`src/rtl/i2c_pkg.sv`:
```
// Shared I2C definitions: sequencer state encoding, master rw encoding, bus timing
// constants and the read-length clamp used by i2c_reg_seq.
package i2c_pkg;

    typedef enum logic [1:0] {
        ST_IDLE   = 2'd0,
        ST_RUN    = 2'd1,
        ST_DRAIN  = 2'd2,
        ST_REPORT = 2'd3
    } seq_state_t;

    localparam logic RW_WRITE = 1'b0;
    localparam logic RW_READ  = 1'b1;

    localparam int unsigned I2C_SYS_CLK_HZ = 12_000_000;
    localparam int unsigned I2C_BUS_HZ     = 400_000;

    // A zero length still reads one byte; anything above max_rd is cut to max_rd.
    function automatic logic [2:0] clamp_rd_len(input logic [2:0] len, input int unsigned max_rd);
        if (len == 3'd0) return 3'd1;
        if ({29'd0, len} > max_rd) return 3'(max_rd);
        return len;
    endfunction

endpackage

```
`src/rtl/i2c_edge_det.sv`:
```
// Registers a level once per clock and reports its rising and falling edges.
module i2c_edge_det (
    input  logic clk,
    input  logic rst,
    input  logic i_sig,
    output logic o_rise,
    output logic o_fall
);

    logic r_sig_q;

    always_ff @(posedge clk or posedge rst) begin
        if (rst) r_sig_q <= 1'b0;
        else     r_sig_q <= i_sig;
    end

    assign o_rise = i_sig & ~r_sig_q;
    assign o_fall = ~i_sig & r_sig_q;

endmodule

```
`src/rtl/i2c_reg_seq.sv`:
```
// Register-access sequencer in front of i2c_master: turns one request into a register
// write or a repeated-start read burst, streaming read bytes out with a strobe.
module i2c_reg_seq
    import i2c_pkg::*;
#(
    parameter int unsigned MAX_RD      = 4,
    parameter int unsigned TIMEOUT_CYC = 2_000_000
) (
    input  logic       clk,
    input  logic       rst,
    input  logic       start,
    input  logic [6:0] dev_addr,
    input  logic [7:0] reg_addr,
    input  logic       wr_mode,
    input  logic [7:0] wr_data,
    input  logic [2:0] rd_len,
    output logic       ready,
    output logic [7:0] rd_data,
    output logic       rd_valid,
    output logic       done,
    output logic       error,
    output logic       i2c_enable,
    output logic [6:0] i2c_addr,
    output logic       i2c_rw,
    output logic [7:0] i2c_data_wr,
    input  logic       i2c_busy,
    input  logic       i2c_ack_err,
    input  logic [7:0] i2c_data_rd
);

    localparam int unsigned            WDOG_W    = $clog2(TIMEOUT_CYC);
    localparam logic [WDOG_W-1:0]      WDOG_LAST = WDOG_W'(TIMEOUT_CYC - 1);

    seq_state_t        r_state, w_state_nxt;
    logic              r_enable, w_enable_nxt;
    logic [6:0]        r_addr, w_addr_nxt;
    logic              r_rw, w_rw_nxt;
    logic [7:0]        r_data_wr, w_data_wr_nxt;
    logic              r_wr_mode, w_wr_mode_nxt;
    logic [7:0]        r_wr_data, w_wr_data_nxt;
    logic [2:0]        r_len, w_len_nxt;
    logic [3:0]        r_rise_cnt, w_rise_cnt_nxt;
    logic [WDOG_W-1:0] r_wdog, w_wdog_nxt;
    logic              r_error, w_error_nxt;
    logic [7:0]        r_rd_data, w_rd_data_nxt;
    logic              r_rd_valid, w_rd_valid_nxt;

    logic       w_rise, w_fall;
    logic [3:0] w_k;
    logic       w_rd_cap;
    logic       w_tmo;

    i2c_edge_det u_busy_edge (
        .clk    (clk),
        .rst    (rst),
        .i_sig  (i2c_busy),
        .o_rise (w_rise),
        .o_fall (w_fall)
    );

    always_ff @(posedge clk or posedge rst) begin
        if (rst) begin
            r_state    <= ST_IDLE;
            r_enable   <= 1'b0;
            r_addr     <= '0;
            r_rw       <= RW_WRITE;
            r_data_wr  <= '0;
            r_wr_mode  <= 1'b0;
            r_wr_data  <= '0;
            r_len      <= '0;
            r_rise_cnt <= '0;
            r_wdog     <= '0;
            r_error    <= 1'b0;
            r_rd_data  <= '0;
            r_rd_valid <= 1'b0;
        end else begin
            r_state    <= w_state_nxt;
            r_enable   <= w_enable_nxt;
            r_addr     <= w_addr_nxt;
            r_rw       <= w_rw_nxt;
            r_data_wr  <= w_data_wr_nxt;
            r_wr_mode  <= w_wr_mode_nxt;
            r_wr_data  <= w_wr_data_nxt;
            r_len      <= w_len_nxt;
            r_rise_cnt <= w_rise_cnt_nxt;
            r_wdog     <= w_wdog_nxt;
            r_error    <= w_error_nxt;
            r_rd_data  <= w_rd_data_nxt;
            r_rd_valid <= w_rd_valid_nxt;
        end
    end

    // Byte k of a burst completes on the fall after rise k+1; the fall after the
    // register-pointer byte (rise_cnt<2) carries no read data.
    assign w_k      = r_rise_cnt + 4'd1;
    assign w_rd_cap = ~r_wr_mode & (r_rise_cnt >= 4'd2) & w_fall & ~i2c_ack_err & ~r_error;
    assign w_tmo    = (r_wdog == WDOG_LAST) & ~w_rise & ~w_fall;

    always_comb begin
        w_state_nxt    = r_state;
        w_enable_nxt   = r_enable;
        w_addr_nxt     = r_addr;
        w_rw_nxt       = r_rw;
        w_data_wr_nxt  = r_data_wr;
        w_wr_mode_nxt  = r_wr_mode;
        w_wr_data_nxt  = r_wr_data;
        w_len_nxt      = r_len;
        w_rise_cnt_nxt = r_rise_cnt;
        w_wdog_nxt     = '0;
        w_error_nxt    = r_error;
        w_rd_data_nxt  = r_rd_data;
        w_rd_valid_nxt = 1'b0;

        case (r_state)
            ST_IDLE: begin
                if (start) begin
                    w_wr_mode_nxt  = wr_mode;
                    w_wr_data_nxt  = wr_data;
                    w_len_nxt      = clamp_rd_len(rd_len, MAX_RD);
                    w_error_nxt    = 1'b0;
                    w_enable_nxt   = 1'b1;
                    w_addr_nxt     = dev_addr;
                    w_rw_nxt       = RW_WRITE;
                    w_data_wr_nxt  = reg_addr;
                    w_rise_cnt_nxt = '0;
                    w_state_nxt    = ST_RUN;
                end
            end

            ST_RUN: begin
                w_wdog_nxt = (w_rise | w_fall) ? '0 : r_wdog + WDOG_W'(1);
                if (w_rise) w_rise_cnt_nxt = w_k;
                if (w_tmo) begin
                    w_error_nxt  = 1'b1;
                    w_enable_nxt = 1'b0;
                    w_wdog_nxt   = '0;
                    w_state_nxt  = ST_REPORT;
                end else if (w_fall && i2c_ack_err) begin
                    w_error_nxt  = 1'b1;
                    w_enable_nxt = 1'b0;
                    w_state_nxt  = ST_DRAIN;
                end else if (w_rise) begin
                    if (r_wr_mode) begin
                        if (w_k == 4'd1) begin
                            w_data_wr_nxt = r_wr_data;
                        end else if (w_k == 4'd2) begin
                            w_enable_nxt = 1'b0;
                            w_state_nxt  = ST_DRAIN;
                        end
                    end else begin
                        if (w_k == 4'd1) begin
                            w_rw_nxt = RW_READ;
                        end else if (w_k == ({1'b0, r_len} + 4'd1)) begin
                            w_enable_nxt = 1'b0;
                            w_state_nxt  = ST_DRAIN;
                        end
                    end
                end else if (w_rd_cap) begin
                    w_rd_data_nxt  = i2c_data_rd;
                    w_rd_valid_nxt = 1'b1;
                end
            end

            ST_DRAIN: begin
                w_wdog_nxt = (w_rise | w_fall) ? '0 : r_wdog + WDOG_W'(1);
                if (w_tmo) begin
                    w_error_nxt  = 1'b1;
                    w_enable_nxt = 1'b0;
                    w_wdog_nxt   = '0;
                    w_state_nxt  = ST_REPORT;
                end else if (w_fall) begin
                    if (w_rd_cap) begin
                        w_rd_data_nxt  = i2c_data_rd;
                        w_rd_valid_nxt = 1'b1;
                    end
                    w_state_nxt = ST_REPORT;
                end else if (!i2c_busy) begin
                    w_state_nxt = ST_REPORT;
                end
            end

            ST_REPORT: begin
                w_state_nxt = ST_IDLE;
            end
        endcase
    end

    assign ready       = (r_state == ST_IDLE);
    assign done        = (r_state == ST_REPORT);
    assign error       = r_error;
    assign rd_data     = r_rd_data;
    assign rd_valid    = r_rd_valid;
    assign i2c_enable  = r_enable;
    assign i2c_addr    = r_addr;
    assign i2c_rw      = r_rw;
    assign i2c_data_wr = r_data_wr;

endmodule

```
`config.mk`:
```
export PLATFORM = sky130hd
export DESIGN_NAME = i2c_reg_seq
export DESIGN_NICKNAME = d
export VERILOG_FILES = /design/src/rtl/i2c_pkg.sv /design/src/rtl/i2c_edge_det.sv /design/src/rtl/i2c_reg_seq.sv
export SDC_FILE = /design/constraint.sdc
export NUM_CORES = 1
export LEC_CHECK = 0
export CORE_ASPECT_RATIO = 1.25
export CORE_UTILIZATION = 48
export CTS_BUF_LIST = sky130_fd_sc_hd__clkbuf_8
export CTS_CLUSTER_DIAMETER = 60
export DETAILED_ROUTE_END_ITERATION = 7
export PLACE_DENSITY = 0.82
export SLEW_MARGIN = 20
export SYNTH_ARGS = -nofsm -noshare
export SYNTH_HDL_FRONTEND = slang
export SYNTH_HIERARCHICAL = 1
export SYNTH_SLANG_ARGS = --single-unit
```
`constraint.sdc`:
```
create_clock -name clk -period 2.05 [get_ports clk]
set_clock_uncertainty 0.05 [all_clocks]
set_input_delay 0.205 -clock clk [delete_from_list [all_inputs] [get_ports clk]]
set_output_delay 0.205 -clock clk [all_outputs]
set_load 0.05 [all_outputs]
```
==> impl_results.md <==
- Req. time, crit path: about 2.2 ns
- Core footprint: roughly 6600 µm²
- CTS tree: built
- Crit Path Category: reg2reg
- Worst path slowest cell: or4_4
- Net Count, Synth: between 300 and 400
- Endpoint type of the worst setup path: flip-flop
- GRT Overall Usage: between 20% and 30%
- Starting Density: 50.3%
- Hold Path Origin: i2c_busy
- Reg2reg path depth: 6
- Detailed Routing Iterations Pass 1: 4
- Worst Path Arrival: 2.46 ns
- Hold Path Depth: 3
- Post-synthesis sequential area ratio: around half
- Combinational power share: between 50% and 60%
- Mapped cell area: around 3300 µm²
- Multi-input gate area: about 1700 µm²
- Count leader, synth: dfrtp_1
- PortBufs: 68
- Setup TNS: -2.20 ns
- Dpl hpwl: 5.61 mm
- H-Tree Depth: 3
- Worst-Margin Slew: roughly 0.52 ns
- Max_cap viols: 0
- Failing checks: negative setup slack
- Reg clk slew, reported paths: about 0.070 ns
- Root buffer cell: clkbuf_8
- RSZ-0062 raised after global routing: yes
- Synth cell count leaders: dfrtp_1, mux2_2, nor2_1, nand2_1, xor2_1
- Post-synthesis cell type count: 50
- Clock net sink count: 67
- Switching pwr: ~0.0028 W
- DRC: 0
- Rel. slew slack: around two thirds
- Cells along the critical path: nor4b_2 -> nand4_1 -> or4_4 -> a211oi_2 -> nand2_1 -> mux2_4
- Synth Flop Type: dfrtp_1
- Yosys top cell by area: dfrtp_1
- WL per Instance: roughly 17 µm
- Vias in the first global route: ~2700
- Final Hold Vio Count: 0
- Share of cells above drive strength 1: roughly a third
- IO Pins: just under 70
- VDD IR max: between 0.001 and 0.0015 V
- Storage cell area: between 1500 and 2000 µm²
- Post-route clock period utilization: 111%
- Gpl congestion: between 0.8 and 0.9
- Dpl ws: -0.388 ns
- Filler cells: 440
- Post-synth EDFFs: 0
- Lkg Pwr: 2.19 nW
- Die Height: around 95 µm
- #FFs+latches synth: between 60 and 70
- Tmin final: about 2.3 ns
- Switch share: 41.3%
- Final wirelength: between 8 and 9 mm
- Worst Hold Endpoint: u_busy_edge/r_sig_q
- Clock Path Buffers: 2
- Pins Over Slew Limit: 0
- Die area: 7300 µm²
- Final Core Density: about three quarters
- CP top delay family: simple AND/OR/NAND/NOR gates
- Internal power: roughly 0.004 W
- N_diodes: 0
- Via-to-Cell Ratio: between 5 and 6
- Crit-path max FO: 5
- Layout Area Growth over Synthesis: 45.4%
- Status: complete, but fails checks
- R2r setup slk: -0.23 ns
- Crit path launch type: flip-flop
- DR iter-0 viols: approximately 110
- Via count: 2688
- Die W: ~77 µm
- Core Rows: 33
- Reg2reg end: error
- Synthesized area per cell: between 10 and 15 µm²
- Worst-skew pair later-pin latency: 0.36 ns
- Detail Route Antenna Nets: 0
- Ranking of synthesized cells by area: dfrtp_1, mux2_2, xor2_1
- Worst Path Buf+Inv: 0
- Mapped Cells: 293
- Sequential power share: 29.7%
- PD cells: 1410 nW/µm²
- Ys async rst share: between 90% and 100%
- Cts bufs inserted: 9
- Grt total ovfl: 0
- PnR worst setup slack: -0.225 ns
- Final #Nets: 459
- Max Freq: between 400 and 500 MHz
- Syn. warnings: 6
- Clk pwr share: about 18%
- First-pass GRT wire length: between 10 and 15 mm
- Largest net degree at the start of global routing: 21
- Reg2reg start: r_wdog[9]
- Slowest stage delay, CP: approximately 0.5 ns
- Yosys top cell area share: between 50% and 60%
- Initial antenna violation count: 0
- Tightest Hold Check Type: in2reg
- Finish-stage setup viols: 14
==> timing repair <==
item                                    4_1_cts  5_1_grt
pin swaps                                     2        7
hold buffers                                  1        0
resized for setup                             4       26
endpoints found under the setup margin       13       22
cloned                                        0        0
endpoints found under the hold margin         1        0
setup buffers                                 2        3
==> state kept, by name, indices dropped and copies added, names as in the netlist, 2 cells and up <==
| register | count |
|---|---|
| i2c_addr | 7 |
| r_wr_data | 8 |
| r_state | 2 |
| r_rise_cnt | 4 |
| i2c_data_wr | 8 |
| rd_data | 8 |
| r_wdog | 21 |
| r_len | 3 |
==> cells by family after synthesis <==
kind of cell | synth area share, %
flops | 50.2
simple gates | 15.1
mux | 15.0
fa+ha+maj | 3.75
xor+xnor | 6.70
buf+inv | 2.70
compound gates | 6.59
==> power by group through the flow <==
stage	Clock (W)	Combinational [W]	Sequential, W
floorplan	0	0.00143	0.00280
CTS	0.00123	0.00346	0.00200
global placement	0	0.00330	0.00199
finish	0.00121	0.00360	0.00203
global route	0.00128	0.00381	0.00208
detailed placement	0	0.00338	0.00201
==> worst register-to-register path: cells and delay by family (launching register included) <==
| kind | cells | cell delay (ns) |
|---|---|---|
| and+or+nand+nor | 4 | 1.15 |
| AOI/OAI and AO/OA | 1 | 0.26 |
| muxes | 1 | 0.31 |
| DFF | 1 | 0.39 |
==> layout by cell type, fill, tap and decap left out, types with 2 or more instances in the layout <==
cell | netlist | routed
buf_4 | 0 | 44
or3_1 | 2 | 2
inv_1 | 11 | 8
ha_1 | 10 | 7
nand4_1 | 5 | 5
clkdlybuf4s50_1 | 0 | 65
nor2_1 | 24 | 23
and3_1 | 8 | 8
nand2_1 | 21 | 20
and2_1 | 2 | 2
nor3_2 | 0 | 2
buf_6 | 1 | 2
xor2_1 | 15 | 15
a22o_1 | 3 | 3
dfrtp_1 | 67 | 63
nor2b_1 | 2 | 2
nand3_1 | 14 | 12
buf_12 | 0 | 3
nand3b_1 | 2 | 2
clkinv_2 | 0 | 2
bufinv_16 | 0 | 2
nor3_1 | 4 | 2
mux2_2 | 41 | 40
o21ai_0 | 8 | 8
inv_2 | 0 | 3
xnor2_1 | 8 | 7
clkbuf_8 | 0 | 10
dfrtp_2 | 0 | 4
a21oi_1 | 2 | 2
ha_4 | 0 | 2
nand3_2 | 1 | 2
mux2_4 | 2 | 3
nand2b_1 | 2 | 2
a31oi_1 | 4 | 4
==> how the worst max path moves through the flow <==
stage / startpoint / slack, ns / end / depth (start not counted)
after floorplan: r_wdog[11] / -0.07 / error / 7
final: r_wdog[9] / -0.23 / error / 6
after detailed placement: i2c_busy / -0.39 / error / 9
after global routing: r_wdog[9] / -0.26 / error / 6
after global placement: i2c_busy / -0.34 / error / 8
after CTS: u_busy_edge/r_sig_q / -0.10 / error / 8
==> per-layer routing <==
| metal | track usage, % | vias up | part of all wire [%] |
|---|---|---|---|
| li1 | - | 1265 | - |
| met1 | 26.6 | 1332 | 40 |
| met5 | 0 | - | 0 |
| met4 | 11.5 | 0 | 2.7 |
| met3 | 4.88 | 21 | 4.3 |
| met2 | 40.1 | 70 | 53 |
==> stage by stage <==
step	instance area [µm²]	hold slack, ns	power, W	std cells
6_report	4860	0.183	0.00684	500
5_1_grt	4860	0.197	0.00717	500
4_1_cts	4690	0.366	0.00668	497
3_5_place_dp	4430	0.351	0.00539	479
3_3_place_gp	4430	0.353	0.00529	479
2_1_floorplan	3360	-0.116	0.00423	293
==> final cells by class <==
type / count / share of cell area, %
Multi-Input combinational cell: 204 / 35.5
Timing Repair Buffer: 116 / 22.4
Clock buffer: 10 / 2.83
Clock inverter: 5 / 1.60
Sequential cell: 67 / 34.6
Inverter: 11 / 0.850
Tap cell: 87 / 2.24
(Power assumes the default switching activity.)
